[src/rtl/aes_ser_pkg.sv]
// Shared types and constants for the AES output-path serializer sequencer.
//   state_e     : controller FSM states (idle, draining the serializer, last-byte flush)
//   N_BYTES     : bytes per AES block; also the depth of the 16-to-1 serializer
//   CNT_W       : width of the read-request counter; must be able to hold N_BYTES
//   byte_idx_t  : index of a byte within a block
package aes_ser_pkg;

  localparam int unsigned N_BYTES = 16;
  localparam int unsigned CNT_W   = 5;

  typedef logic [3:0] byte_idx_t;

  typedef enum logic [1:0] {
    StIdle,
    StDrain,
    StFlush
  } state_e;

  // True when the request about to be issued reads the final byte of the block.
  function automatic logic is_last_req(logic [CNT_W-1:0] cnt);
    return cnt == CNT_W'(N_BYTES - 1);
  endfunction

endpackage

[src/rtl/aes_ser_drain_ctrl.sv]
// Sequencer for the 16-to-1 byte serializer on the AES-256 output path.
// Takes a finished block from the core via valid/ready, pulses the serializer load, then
// issues one read request per byte, paced by output-FIFO backpressure. The FIFO write strobe
// is delayed one cycle to line up with the serializer's registered byte output. The 128-bit
// data bus runs core -> serializer directly; this block only sequences.
//
// Ports:
//   clk        clock
//   resetn     synchronous reset, active-high (shared with the serializer)
//   blk_valid  core presents a block on the serializer input bus
//   blk_ready  controller accepts the block this cycle (combinational)
//   ser_wr_en  serializer load strobe (combinational)
//   ser_req    serializer read request (combinational)
//   ser_empty  serializer reports no bytes left
//   fifo_afull output FIFO has at most one free slot
//   fifo_wr_en write the serializer byte output into the FIFO (registered)
//   byte_idx   index of the byte being written (registered)
//   blk_done   one-cycle pulse with the last byte write (registered)
//   busy       controller is not idle (combinational)
//   err        sticky sequencing error, cleared only by reset (registered)
module aes_ser_drain_ctrl
  import aes_ser_pkg::*;
(
  input  logic       clk,
  input  logic       resetn,
  input  logic       blk_valid,
  output logic       blk_ready,
  output logic       ser_wr_en,
  output logic       ser_req,
  input  logic       ser_empty,
  input  logic       fifo_afull,
  output logic       fifo_wr_en,
  output logic [3:0] byte_idx,
  output logic       blk_done,
  output logic       busy,
  output logic       err
);

  state_e           state_q, state_d;
  logic [CNT_W-1:0] req_cnt_q, req_cnt_d;
  logic             fifo_wr_en_q, fifo_wr_en_d;
  byte_idx_t        byte_idx_q, byte_idx_d;
  logic             blk_done_q, blk_done_d;
  logic             err_q, err_d;

  always_comb begin
    state_d      = state_q;
    req_cnt_d    = req_cnt_q;
    fifo_wr_en_d = 1'b0;
    byte_idx_d   = byte_idx_q;
    blk_done_d   = 1'b0;
    err_d        = err_q;
    blk_ready    = 1'b0;
    ser_wr_en    = 1'b0;
    ser_req      = 1'b0;

    unique case (state_q)
      StIdle: begin
        // A serializer still holding bytes, or a latched error, blocks new blocks.
        blk_ready = ser_empty & ~err_q;
        ser_wr_en = blk_valid & blk_ready;
        if (ser_wr_en) begin
          req_cnt_d = '0;
          state_d   = StDrain;
        end
      end
      StDrain: begin
        if (ser_empty) begin
          // Serializer ran dry before all bytes were requested: abort, no further reads.
          err_d   = 1'b1;
          state_d = StIdle;
        end else begin
          // afull threshold leaves room for the write still in flight from the last request.
          ser_req = ~fifo_afull;
          if (ser_req) begin
            req_cnt_d    = req_cnt_q + 1'b1;
            fifo_wr_en_d = 1'b1;
            byte_idx_d   = byte_idx_t'(req_cnt_q);
            if (is_last_req(req_cnt_q)) begin
              blk_done_d = 1'b1;
              state_d    = StFlush;
            end
          end
        end
      end
      StFlush: begin
        // Last byte is written this cycle; the serializer must now be empty.
        if (!ser_empty) begin
          err_d = 1'b1;
        end
        state_d = StIdle;
      end
      default: begin
        state_d = StIdle;
      end
    endcase
  end

  always_ff @(posedge clk) begin
    if (resetn) begin
      state_q      <= StIdle;
      req_cnt_q    <= '0;
      fifo_wr_en_q <= 1'b0;
      byte_idx_q   <= '0;
      blk_done_q   <= 1'b0;
      err_q        <= 1'b0;
    end else begin
      state_q      <= state_d;
      req_cnt_q    <= req_cnt_d;
      fifo_wr_en_q <= fifo_wr_en_d;
      byte_idx_q   <= byte_idx_d;
      blk_done_q   <= blk_done_d;
      err_q        <= err_d;
    end
  end

  assign busy       = (state_q != StIdle);
  assign fifo_wr_en = fifo_wr_en_q;
  assign byte_idx   = byte_idx_q;
  assign blk_done   = blk_done_q;
  assign err        = err_q;

endmodule
[config.mk]
export PLATFORM = sky130hd
export DESIGN_NAME = aes_ser_drain_ctrl
export DESIGN_NICKNAME = d
export VERILOG_FILES = /design/src/rtl/aes_ser_pkg.sv /design/src/rtl/aes_ser_drain_ctrl.sv
export SDC_FILE = /design/constraint.sdc
export NUM_CORES = 1
export LEC_CHECK = 0
export ABC_AREA = 1
export CAP_MARGIN = 20
export CORE_MARGIN = 2
export CORE_UTILIZATION = 38
export CTS_CLUSTER_SIZE = 28
export DETAILED_ROUTE_END_ITERATION = 16
export PLACE_DENSITY_LB_ADDON = 0.08
export SYNTH_ARGS = -nofsm -noshare
export SYNTH_HDL_FRONTEND = slang
export SYNTH_SLANG_ARGS = --single-unit
[constraint.sdc]
create_clock -name clk -period 2 [get_ports clk]
set_clock_uncertainty 0.2 [all_clocks]
set_input_delay 0.3 -clock clk [delete_from_list [all_inputs] [get_ports clk]]
set_output_delay 0.3 -clock clk [all_outputs]
set_load 0.01 [all_outputs]
==> impl_metrics.env <==
export IMPL_status="completed"
export IMPL_globalplace_congestion=0.7845
export IMPL_synth_edff_count=0
export IMPL_numCtsBuffers=3
export IMPL_worstSetupPathType="reg -> out"
export IMPL_synth_nets=92
export IMPL_drt_first_pass_iters=3
export IMPL_worstPathCellList="nor2_2 > inv_1 > nor3_2 > nand2_1 > inv_1 > dlygate4sd2_1"
export IMPL_slew_violations=0
export IMPL_maxCapViolCount=0
export IMPL_placed_area_um2=818.3
export IMPL_end_kind="primary output"
export IMPL_tightest_slew_ps=237.0
export IMPL_drtIter0Drc=8
export IMPL_async_flop_share_pct=0
export IMPL_cp_max_fo=6
export IMPL_ys_seq_area_share_pct=45.07
export IMPL_grt_max_degree=11
export IMPL_slew_headroom_pct=84.20
export IMPL_antenna_found_initial=0
export IMPL_die_h_um=44.45
export IMPL_min_from="req_cnt_q[4]$_SDFFE_PP0P_"
export IMPL_synth_cell_types=18
export IMPL_finalSetupTns_ps=0
export IMPL_die_area_mm2=0.001976
export IMPL_die_x_um=44.45
export IMPL_synth_area_leaders="dfxtp_1 (45%), inv_1 (8.5%), nand2_1 (7.8%), a21oi_1 (6.4%), nand3_1 (4.8%)"
export IMPL_ant_nets=0
export IMPL_cts_sinks=14
export IMPL_multi_input_area_um2=272.8
export IMPL_start_util_pct=40.80
export IMPL_irDropWorstVdd_mv=0.4254
export IMPL_timing_rr_start="req_cnt_q[1]$_SDFFE_PP0P_"
export IMPL_clkTransAtPathRegs_ps=90
export IMPL_routed_wl_um=1337
export IMPL_synth_top_cell_by_area="dfxtp_1"
export IMPL_portBuffers=15
export IMPL_num_antenna_cells=0
export IMPL_synth_top_area_share_pct=45.07
export IMPL_critPathArrivalTime_ps=1450
export IMPL_ys_top_cells_by_count="dfxtp_1 (14), inv_1 (14), nand2_1 (13)"
export IMPL_cpMostUsedCell="inv_1"
export IMPL_fmaxAchievable_mhz=512.8
export IMPL_post_route_util_pct=57.06
export IMPL_grt_ovfl_total=0
export IMPL_grt_pass1_wl_um=2063
export IMPL_syn_inst=85
export IMPL_hold_violations=0
export IMPL_synth_ff_type="dfxtp_1"
export IMPL_dp_worst_setup_slack_ps=-184.0
export IMPL_synth_seq_cells=14
export IMPL_avgRoutedWirePerCell_um=10.70
export IMPL_fill_cells=142
export IMPL_power_density_mw_per_mm2=650.5
export IMPL_clk_latency_ps=280
export IMPL_startpoint_type="flop"
export IMPL_dp_hpwl_um=957
export IMPL_avgSynthCellArea_um2=7.316
export IMPL_ys_warn_count=0
export IMPL_ctsHtreeMaxLevel=1
export IMPL_setup_violations_final=0
export IMPL_timing_final_ws_setup_ps=49.97
export IMPL_worst_path_largest_cell_delay_ps=360
export IMPL_netlist_area_um2=621.8
export IMPL_vias=601
export IMPL_ctsRootBufferMaster="clkbuf_4"
export IMPL_clock_tree_buffer_depth=2
export IMPL_rows=14
export IMPL_viasPerCell=4.808
export IMPL_required_ps=1500
export IMPL_crit_path_start="state_q[0]$_SDFFE_PP0P_"
export IMPL_drc=0
export IMPL_grt_pass1_vias=518
export IMPL_layout_area_seq_um2=281.5
export IMPL_areaGrowthSynthToFinish_pct=39.84
export IMPL_fin_hold_ws_ps=275.4
export IMPL_track_usage_pct=14.26
export IMPL_hp_class="reg -> reg"
export IMPL_p_leak_nw=0.3953
export IMPL_ios=16
export IMPL_drive_gt1_share_pct=16.51
export IMPL_core_area_mm2=0.001524
export IMPL_period_needed_ps=1950
export IMPL_min_period_over_period_pct=97.50
export IMPL_nets=117
export IMPL_finalInstanceArea_um2=869.6
export IMPL_cts_tree="built"
export IMPL_slowest_stage="dfxtp_2"
## what timing repair did
action	CTS	global route
pin swaps	0	2
endpoints found under the hold margin	0	0
resized for setup	3	2
buffers inserted	0	2
hold buffers	0	0
setup endpoints to repair	3	1
## power breakdown
group          internal [mW]  switching [mW]
registers              0.284         0.00453
logic                 0.0362          0.0340
clock network          0.111          0.0964
## sequential cells by signal, summed over array words and instances (netlist names)
name / count
blk_done: 1
state_q: 2
req_cnt_q: 5
byte_idx: 4
fifo_wr_en: 1
err: 1
## placed cells by master (no fill, tap or decap), types with 2 or more instances in the layout
cell	n
o21ai_1	5
a21oi_1	8
dlygate4sd2_1	3
buf_4	7
nor3_1	3
nor2_1	6
o21ai_0	2
clkbuf_4	3
inv_2	2
inv_1	14
clkdlybuf4s50_1	12
nor2_2	2
ha_1	2
nand3_1	6
nand2_1	13
dfxtp_1	13
nand4_1	3
## layer usage
layer	wire (um)	global-route usage [%]
met2	660	22.65
met5	0	0
met4	13	5.455
met1	611	17.75
met3	52	4.898
## worst paths after layout
kind                                                   to  slack (ps)  cells past startpoint
worst max-delay path                            ser_wr_en          50                      6
worst min-delay path            req_cnt_q[4]$_SDFFE_PP0P_         280                      2
worst max register to register  req_cnt_q[4]$_SDFFE_PP0P_         330                      6
worst min register to register  req_cnt_q[4]$_SDFFE_PP0P_         280                      2
## cells by family after synthesis
family,count (synthesis),synth area share [%]
AND/OR/NAND/NOR,35,25.96
buffers and inverters,18,11.47
AO/OA/AOI/OAI,16,13.48
flip-flops,14,45.07
adder cells (fa/ha/maj),2,4.024
## worst max-delay path: cells and delay by family (launching register included)
| kind | cells | cell delay [ps] |
|---|---|---|
| buffers and inverters | 3 | 380 |
| DFF | 1 | 360 |
| and+or+nand+nor | 3 | 430 |
## metrics by stage
| step | power, mW | cells |
|---|---|---|
| final | 0.5657 | 125 |
| after global routing | 0.5886 | 125 |
| after CTS | 0.5668 | 123 |
| after detailed placement | 0.3621 | 119 |
| after global placement | 0.3614 | 119 |
| after floorplan | 0.3248 | 85 |
## final cells by class
class                           instances  area share (%)
Clock buffer                            4           4.173
Inverter                               16           6.906
Multi-Input combinational cell         53           31.37
Sequential cell                        14           32.37
Tap cell                               16           2.302
Timing Repair Buffer                   22           22.88
(Power assumes the default switching activity.)
